$ cat src/rtl/team_06_lcd_pkg.sv
// Shared types, HD44780 command codes and PCF8574 expander bit layout for the LCD sequencer.
package team_06_lcd_pkg;

  typedef enum logic [3:0] {
    ST_PWRUP,
    ST_INIT,
    ST_IDLE,
    ST_CLEAR,
    ST_ADDR,
    ST_CHARS,
    ST_GAP,
    ST_RETRY_WAIT,
    ST_FAULT,
    ST_BL_OFF
  } lcd_state_t;

  typedef enum logic [2:0] {
    TX_LOAD,
    TX_WAIT_IDLE,
    TX_XFER,
    TX_POST,
    TX_GAP,
    TX_ADV
  } tx_step_t;

  localparam logic [7:0] LCD_CMD_CLEAR      = 8'h01;
  localparam logic [7:0] LCD_CMD_ENTRY      = 8'h06;
  localparam logic [7:0] LCD_CMD_DISPLAY_ON = 8'h0C;
  localparam logic [7:0] LCD_CMD_FUNC_SET   = 8'h28;
  localparam logic [7:0] LCD_CMD_INIT_32    = 8'h32;
  localparam logic [7:0] LCD_CMD_INIT_33    = 8'h33;
  localparam logic [7:0] LCD_CMD_SET_ADDR   = 8'h80;

  localparam int EXP_BL = 3;
  localparam int EXP_E  = 2;
  localparam int EXP_RW = 1;
  localparam int EXP_RS = 0;

  localparam int INIT_LEN = 5;

  // 0x33/0x32 pair forces the controller into 4-bit mode from any nibble phase.
  function automatic logic [7:0] init_cmd(input logic [2:0] idx);
    case (idx)
      3'd0:    return LCD_CMD_INIT_33;
      3'd1:    return LCD_CMD_INIT_32;
      3'd2:    return LCD_CMD_FUNC_SET;
      3'd3:    return LCD_CMD_DISPLAY_ON;
      default: return LCD_CMD_ENTRY;
    endcase
  endfunction

  function automatic logic [7:0] exp_byte(input logic [3:0] nib, input logic bl,
                                          input logic e, input logic rs);
    logic [7:0] b;
    b = {nib, 4'b0000};
    b[EXP_BL] = bl;
    b[EXP_E]  = e;
    b[EXP_RW] = 1'b0;
    b[EXP_RS] = rs;
    return b;
  endfunction

endpackage

$ cat src/rtl/team_06_lcd_msg_rom.sv
// Fixed message table: (msg, idx) -> ASCII byte; unused positions and out-of-range messages read 0x00.
module team_06_lcd_msg_rom #(
  parameter int NUM_MSGS = 8,
  parameter int MSG_W    = 3,
  parameter int IDX_W    = 5
) (
  input  logic [MSG_W-1:0] msg,
  input  logic [IDX_W-1:0] idx,
  output logic [7:0]       ch
);

  localparam int ROM_CHARS = 16;

  logic [8*ROM_CHARS-1:0] line;
  logic [8*ROM_CHARS-1:0] shifted;

  // Messages are stored left-justified so character 0 sits in the top byte.
  always_comb begin
    line = '0;
    if (int'(msg) < NUM_MSGS) begin
      case (int'(msg))
        0:       line = {"HELLO", 88'h0};
        1:       line = {"ECHO", 96'h0};
        2:       line = {"TEAM 06", 72'h0};
        3:       line = {"READY", 88'h0};
        4:       line = {"FAULT", 88'h0};
        5:       line = "0123456789ABCDEF";
        6:       line = {"LCD", 104'h0};
        7:       line = {"BYE", 104'h0};
        default: line = '0;
      endcase
    end
    shifted = line << (8 * int'(idx));
    ch = (int'(idx) < ROM_CHARS) ? shifted[8*ROM_CHARS-1 -: 8] : 8'h00;
  end

endmodule

$ cat src/rtl/team_06_lcd_sequencer.sv
// HD44780 4-bit sequencer over a PCF8574 I2C backpack: power-up init, message redraw, retry and fault.
// Optional LCD_BACKLIGHT_TIMEOUT_EN adds an idle backlight-off timer (parameter BL_TIMEOUT).
module team_06_lcd_sequencer
  import team_06_lcd_pkg::*;
#(
  parameter int MAX_CHARS  = 16,
  parameter int NUM_MSGS   = 8,
  parameter int MSG_W      = 3,
  parameter int PWRUP_WAIT = 400000,
  parameter int CMD_GAP    = 20000,
  parameter int MAX_RETRY  = 3
`ifdef LCD_BACKLIGHT_TIMEOUT_EN
  , parameter int BL_TIMEOUT = 100000000
`endif
) (
  input  logic             clk,
  input  logic             nrst,
  input  logic [MSG_W-1:0] msg_sel,
  input  logic             i2c_idle,
  input  logic             i2c_ready,
  input  logic             i2c_err,
  output logic             i2c_start,
  output logic [7:0]       i2c_byte,
  output logic             i2c_last,
  output logic             busy,
  output logic [MSG_W-1:0] shown_msg,
  output logic             shown_valid,
  output logic             lcd_fault,
  output lcd_state_t       dbg_state
);

  localparam int WAIT_MAX = (PWRUP_WAIT > CMD_GAP) ? PWRUP_WAIT : CMD_GAP;
  localparam int WAIT_W   = $clog2(WAIT_MAX + 1);
  localparam int IDX_W    = $clog2(MAX_CHARS + 1);
  localparam int RETRY_W  = $clog2(MAX_RETRY + 2);

  lcd_state_t         state;
  tx_step_t           step;
  logic [WAIT_W-1:0]  wait_cnt;
  logic [2:0]         init_idx;
  logic [IDX_W-1:0]   char_idx;
  logic [RETRY_W-1:0] retry_cnt;
  logic [MSG_W-1:0]   cur_msg;
  logic [MSG_W-1:0]   fault_msg;
  logic [7:0]         cur_byte;
  logic               cur_rs;
  logic [1:0]         nib_cnt;
  logic [7:0]         rom_ch;
  logic [7:0]         sel_byte;
  logic               sel_rs;
  logic               bl;
  logic               strobe;

`ifdef LCD_BACKLIGHT_TIMEOUT_EN
  localparam int BL_W = $clog2(BL_TIMEOUT + 1);
  logic [BL_W-1:0] idle_cnt;
  logic            bl_q;
  assign bl = bl_q;
`else
  assign bl = 1'b1;
`endif

  assign dbg_state = state;
  // The backlight-off transaction must not clock the controller.
  assign strobe = (state != ST_BL_OFF);

  team_06_lcd_msg_rom #(
    .NUM_MSGS (NUM_MSGS),
    .MSG_W    (MSG_W),
    .IDX_W    (IDX_W)
  ) u_rom (
    .msg (cur_msg),
    .idx (char_idx),
    .ch  (rom_ch)
  );

  always_comb begin
    sel_byte = 8'h00;
    sel_rs   = 1'b0;
    case (state)
      ST_INIT:  sel_byte = init_cmd(init_idx);
      ST_CLEAR: sel_byte = LCD_CMD_CLEAR;
      ST_ADDR:  sel_byte = LCD_CMD_SET_ADDR;
      ST_CHARS: begin
        sel_byte = rom_ch;
        sel_rs   = 1'b1;
      end
      default:  sel_byte = 8'h00;
    endcase
  end

  // I2C handshake: i2c_start pulses only while i2c_idle with byte 0 already on i2c_byte;
  // each byte is held until its i2c_ready pulse, and the 4th ready closes the transaction.
  always_ff @(posedge clk or negedge nrst) begin
    if (!nrst) begin
      state       <= ST_PWRUP;
      step        <= TX_LOAD;
      wait_cnt    <= '0;
      init_idx    <= '0;
      char_idx    <= '0;
      retry_cnt   <= '0;
      cur_msg     <= '0;
      fault_msg   <= '0;
      cur_byte    <= '0;
      cur_rs      <= 1'b0;
      nib_cnt     <= '0;
      i2c_start   <= 1'b0;
      i2c_byte    <= 8'h08;
      i2c_last    <= 1'b0;
      busy        <= 1'b1;
      shown_msg   <= '0;
      shown_valid <= 1'b0;
      lcd_fault   <= 1'b0;
`ifdef LCD_BACKLIGHT_TIMEOUT_EN
      idle_cnt    <= '0;
      bl_q        <= 1'b1;
`endif
    end else begin
      i2c_start <= 1'b0;
      if (step == TX_XFER && i2c_err) begin
        shown_valid <= 1'b0;
        retry_cnt   <= retry_cnt + 1'b1;
        i2c_last    <= 1'b0;
        i2c_byte    <= exp_byte(4'h0, bl, 1'b0, 1'b0);
        step        <= TX_LOAD;
        wait_cnt    <= '0;
        if (retry_cnt < RETRY_W'(MAX_RETRY)) begin
          state <= ST_RETRY_WAIT;
        end else begin
          state     <= ST_FAULT;
          lcd_fault <= 1'b1;
          busy      <= 1'b0;
          fault_msg <= msg_sel;
        end
      end else begin
        case (state)
          ST_PWRUP: begin
            if (wait_cnt == WAIT_W'(PWRUP_WAIT - 1)) begin
              state    <= ST_INIT;
              init_idx <= '0;
              step     <= TX_LOAD;
              wait_cnt <= '0;
            end else begin
              wait_cnt <= wait_cnt + 1'b1;
            end
          end
          ST_IDLE: begin
            if (!shown_valid || msg_sel != shown_msg) begin
              cur_msg <= msg_sel;
              state   <= ST_CLEAR;
              step    <= TX_LOAD;
              busy    <= 1'b1;
`ifdef LCD_BACKLIGHT_TIMEOUT_EN
              bl_q     <= 1'b1;
              idle_cnt <= '0;
            end else if (bl_q && idle_cnt == BL_W'(BL_TIMEOUT - 1)) begin
              state    <= ST_BL_OFF;
              bl_q     <= 1'b0;
              step     <= TX_LOAD;
              busy     <= 1'b1;
              idle_cnt <= '0;
            end else if (bl_q) begin
              idle_cnt <= idle_cnt + 1'b1;
`endif
            end
          end
          ST_GAP: begin
            shown_msg   <= cur_msg;
            shown_valid <= 1'b1;
            retry_cnt   <= '0;
            state       <= ST_IDLE;
            busy        <= 1'b0;
          end
          ST_RETRY_WAIT: begin
            if (wait_cnt == WAIT_W'(CMD_GAP - 1)) begin
              state    <= ST_INIT;
              init_idx <= '0;
              step     <= TX_LOAD;
              wait_cnt <= '0;
            end else begin
              wait_cnt <= wait_cnt + 1'b1;
            end
          end
          ST_FAULT: begin
            if (msg_sel != fault_msg) begin
              lcd_fault <= 1'b0;
              retry_cnt <= '0;
              state     <= ST_INIT;
              init_idx  <= '0;
              step      <= TX_LOAD;
              busy      <= 1'b1;
            end
          end
          default: begin
            case (step)
              TX_LOAD: begin
                if (state == ST_CHARS && rom_ch == 8'h00) begin
                  state <= ST_GAP;
                end else begin
                  cur_byte <= sel_byte;
                  cur_rs   <= sel_rs;
                  i2c_byte <= exp_byte(sel_byte[7:4], bl, strobe, sel_rs);
                  step     <= TX_WAIT_IDLE;
                end
              end
              TX_WAIT_IDLE: begin
                if (i2c_idle) begin
                  i2c_start <= 1'b1;
                  nib_cnt   <= '0;
                  step      <= TX_XFER;
                end
              end
              TX_XFER: begin
                if (i2c_ready) begin
                  nib_cnt <= nib_cnt + 2'd1;
                  case (nib_cnt)
                    2'd0: i2c_byte <= exp_byte(cur_byte[7:4], bl, 1'b0, cur_rs);
                    2'd1: i2c_byte <= exp_byte(cur_byte[3:0], bl, strobe, cur_rs);
                    2'd2: begin
                      i2c_byte <= exp_byte(cur_byte[3:0], bl, 1'b0, cur_rs);
                      i2c_last <= 1'b1;
                    end
                    default: begin
                      i2c_last <= 1'b0;
                      step     <= TX_POST;
                    end
                  endcase
                end
              end
              TX_POST: begin
                if (i2c_idle) begin
                  if (state == ST_INIT || state == ST_CLEAR) begin
                    step     <= TX_GAP;
                    wait_cnt <= '0;
                  end else begin
                    step <= TX_ADV;
                  end
                end
              end
              TX_GAP: begin
                if (wait_cnt == WAIT_W'(CMD_GAP - 1)) begin
                  step <= TX_ADV;
                end else begin
                  wait_cnt <= wait_cnt + 1'b1;
                end
              end
              TX_ADV: begin
                step <= TX_LOAD;
                case (state)
                  ST_INIT: begin
                    if (init_idx == 3'(INIT_LEN - 1)) begin
                      state <= ST_IDLE;
                      busy  <= 1'b0;
                    end else begin
                      init_idx <= init_idx + 3'd1;
                    end
                  end
                  ST_CLEAR: state <= ST_ADDR;
                  ST_ADDR: begin
                    state    <= ST_CHARS;
                    char_idx <= '0;
                  end
                  ST_CHARS: begin
                    if (char_idx == IDX_W'(MAX_CHARS - 1)) begin
                      state <= ST_GAP;
                    end else begin
                      char_idx <= char_idx + 1'b1;
                    end
                  end
                  default: begin
                    state <= ST_IDLE;
                    busy  <= 1'b0;
                  end
                endcase
              end
              default: step <= TX_LOAD;
            endcase
          end
        endcase
      end
    end
  end

endmodule

$ cat config.mk
export PLATFORM = sky130hd
export DESIGN_NAME = team_06_lcd_sequencer
export DESIGN_NICKNAME = d
export VERILOG_FILES = /design/src/rtl/team_06_lcd_pkg.sv /design/src/rtl/team_06_lcd_msg_rom.sv /design/src/rtl/team_06_lcd_sequencer.sv
export SDC_FILE = /design/constraint.sdc
export NUM_CORES = 1
export LEC_CHECK = 0
export CORE_ASPECT_RATIO = 1.2
export CORE_MARGIN = 3
export CORE_UTILIZATION = 55
export CTS_CLUSTER_SIZE = 10
export DETAILED_ROUTE_END_ITERATION = 8
export GPL_TIMING_DRIVEN = 0
export HOLD_SLACK_MARGIN = 0.05
export PLACE_DENSITY = 0.73
export RECOVER_POWER = 25
export SETUP_SLACK_MARGIN = 0.15
export SYNTH_ARGS = -nofsm -noshare
export SYNTH_HDL_FRONTEND = slang
export SYNTH_SLANG_ARGS = --single-unit
export TNS_END_PERCENT = 10
$ cat constraint.sdc
create_clock -name clk -period 3.1 [get_ports clk]
set_clock_uncertainty 0.15 [all_clocks]
set_input_delay 0.62 -clock clk [delete_from_list [all_inputs] [get_ports clk]]
set_output_delay 0.62 -clock clk [all_outputs]
set_load 0.01 [all_outputs]
==> out/qor.csv <==
metric,value,unit
Internal Power,2.91,mW
CTS Buf Count,9,
largest family of logic cells by synthesized area,compound AO/OA/AOI/OAI gates,
count of final hold-check violations,0,
area grow syn2layout,19.5,%
Post-Synthesis Cells,592,
routed wire length,13.2,mm
register area,0.00171,sq mm
Synth Cell Area,0.00482,sq mm
clock root buffer,clkbuf_8,
nets@finish,677,
via count,4718,
ratio of cells with drive above 1 in the final layout,0.160,
met3 WL,583,microns
first-pass GRT wire length,22.2,mm
post-synthesis mux area share,0.0340,
combinational share of power,0.628,
clock power share,0.134,
leading area contributor after synthesis,dfrtp_1,
highest routed layer,met4,
Rows,36,
Final Cycle Share,0.974,
die area,0.00993,sq mm
yosys warns,0,
Pleak,2.43,nW
Psw,2.39,mW
Synth Area in XOR/XNOR,0.0163,
Post-synth top cells,"nand2_1 (82), dfrtp_1 (67), o21ai_0 (56)",
Mapped Avg Cell Area,8.15,sq um
largest net degree at the start of global routing,69,
CTS tree,yes,
Max Buffers Root-to-Sink,2,
Met1 Wirelength,5.50,mm
crit-path max FO,7,
hold buffers post-CTS,0,
"Net Count, Synth",618,
main flop type after synthesis,dfrtp_1,
Seq pwr share,0.238,
metal2 WL,6.59,mm
placed cell areas,0.00524,sq mm
Setup CP Type,flop to flop,
DIE WIDTH,91.5,microns
Multi-input gate area,0.00299,sq mm
Die Height,109,microns
dominant cells by area after synthesis,"dfrtp_1 (35%), nand2_1 (6.4%), o21ai_0 (5.8%)",
synthesized-area fraction occupied by adder cells,0.0467,
final instance area,0.00577,sq mm
Initial Utilization,0.579,
DRC,0,
GPL Wtd Cong,0.999,
"EDFF count, synth",0,
vias in the first global route,4655,
Peak VDD IR,0.478,mV
Ports,28,
Worst setup EP type,flop,
fin cells,769,
Antenna Violating Nets Remaining,0,
top cell type's share of synthesized area,0.348,
synth unique cells,74,
clk slew on worst S/H paths,0.08,ns
Relative slew margins,-0.134,
post-DP HPWL,9.37,mm
wire length per cell,17.1,microns
Max Cap Viol,1,
core area,0.00833,sq mm
number of synthesized register bits,68,
Synth Area in Simple Gates,0.237,
PD cells,920,mW/mm^2
DRT iter0 DRCs,362,
critical path arrival,3.10,ns
ant diodes,0,
Tmin final,3.02,ns
RSZ-0062 raised after global routing,true,
Achievable Freq,331,MHz
Slew @ Worst Pin,1.70,ns
post-route worst setup slack,0.0791,ns
dpl ws,-0.177,ns
Fillers,715,
GRT overflow,0,
Final Max Tran Viols,69,
type of the most critical hold path,flop to flop,
Initial DRT Pass Iterations,5,
"count leader, synth",nand2_1,
All-Layer GR Usage,0.277,
"FFs w/ async S/R, synth",1.00,
placed cell count,731,
CP Launch Type,flop,
Required @ worst endpoint,3.18,ns
Synth Area in Compound Gates,0.252,
failing checks,"capacitance limit, slew limit",
Port Buffers,25,
CTS sink count,68,
Final setup viols,0,
Switching Fraction,0.451,
Max H-tree Level,3,
Worst-Skew Late Latency,0.35,ns
run status,finished with violations,
via/cell ratio,6.14,
initial antenna violation count,0,
"Seq/Total Area, Yosys",0.353,
[placed cells by master, fill, tap and decap left out, drive strengths merged, types with 11 or more instances in the layout]
cell / netlist / routed
ha: 18 / 18
clkbuf: 17 / 27
clkdlybuf4s50: 0 / 24
a21oi: 32 / 32
mux2: 11 / 11
nor2b: 14 / 14
nand2: 83 / 83
buf: 17 / 40
nand3: 25 / 25
inv: 24 / 25
o21ai: 69 / 69
nor2: 52 / 52
dfrtp: 67 / 67
o31ai: 17 / 17
[registers in the layout, summed over array words and instances (netlist names), 3 cells and up]
name,cells
shown_msg,3
init_idx,3
cur_byte,8
cur_msg,3
dbg_state,4
char_idx,5
fault_msg,3
wait_cnt,19
retry_cnt,3
step,3
i2c_byte,6
[path summary, 6_finish.rpt]
path / startpoint / end / slack (ns) / cells past startpoint
setup reg to reg: cur_msg[0] / dbg_state[2] / 0.08 / 10
max in group asynchronous: nrst / cur_msg[1] / 1.12 / 1
setup / recovery: cur_msg[0] / dbg_state[2] / 0.08 / 10
hold reg to reg: cur_byte[6] / cur_byte[6] / 0.34 / 2
min in group asynchronous: nrst / shown_msg[1] / 0.57 / 1
hold / removal: cur_byte[6] / cur_byte[6] / 0.34 / 2
[metrics by stage]
stage	power, mW	setup TNS (ns)	utilization	hold slack [ns]
floorplan	3.26	0	-	0.174
global placement	4.01	-76.26	0.629	0.313
detailed placement	4.07	-1.02	0.629	0.319
CTS	5.16	0	0.682	0.268
global route	5.69	0	0.692	0.365
finish	5.31	0	0.692	0.337
[cell type report]
| class | instances | share of cell area |
|---|---|---|
| multi-input combinational | 465 | 0.519 |
| sequential | 68 | 0.296 |
| timing repair buffer | 48 | 0.0725 |
| buffer | 34 | 0.0382 |
| tap | 114 | 0.0247 |
| clock buffer | 9 | 0.0215 |
| inverter | 25 | 0.0171 |
| clock inverter | 6 | 0.0113 |
[timing repair]
item | 4_1_cts | 5_1_grt
setup buffers | 20 | 3
pin swaps | 11 | 12
cloned | 0 | 0
setup endpoints to repair | 20 | 36
resized for setup | 23 | 23
[routing by layer]
| layer | vias up | global-route usage |
|---|---|---|
| met5 | - | 0 |
| met4 | 0 | 0.145 |
| met3 | 42 | 0.0522 |
| met2 | 160 | 0.468 |
| met1 | 2274 | 0.336 |
| li1 | 2242 | - |
[worst max-delay path, stage by stage, from the launching register on]
cell and delay, ns:
dfrtp_2 0.46, inv_4 0.09, ha_2 0.22, or3b_2 0.46, a31oi_2 0.23, o2111ai_1 0.14
o211ai_1 0.31, or4_4 0.22, o21ai_4 0.10, a21oi_4 0.18, mux2_1 0.34
[cells by family (layout without fill, tap and decap cells)]
family | Yosys count | count (layout)
adder cells (fa/ha/maj) | 18 | 18
other | 2 | 2
AO/OA/AOI/OAI | 184 | 184
flip-flops | 68 | 68
buffers and inverters | 59 | 122
XOR/XNOR | 9 | 9
multiplexers | 15 | 15
AND/OR/NAND/NOR | 237 | 237
[power groups by stage]
stage | logic, mW | clock network [mW] | registers [mW]
floorplan | 1.98 | 0 | 1.28
global placement | 2.72 | 0 | 1.28
detailed placement | 2.78 | 0 | 1.29
CTS | 3.17 | 0.730 | 1.26
global route | 3.63 | 0.767 | 1.29
finish | 3.33 | 0.711 | 1.26
(Power assumes the default switching activity.)
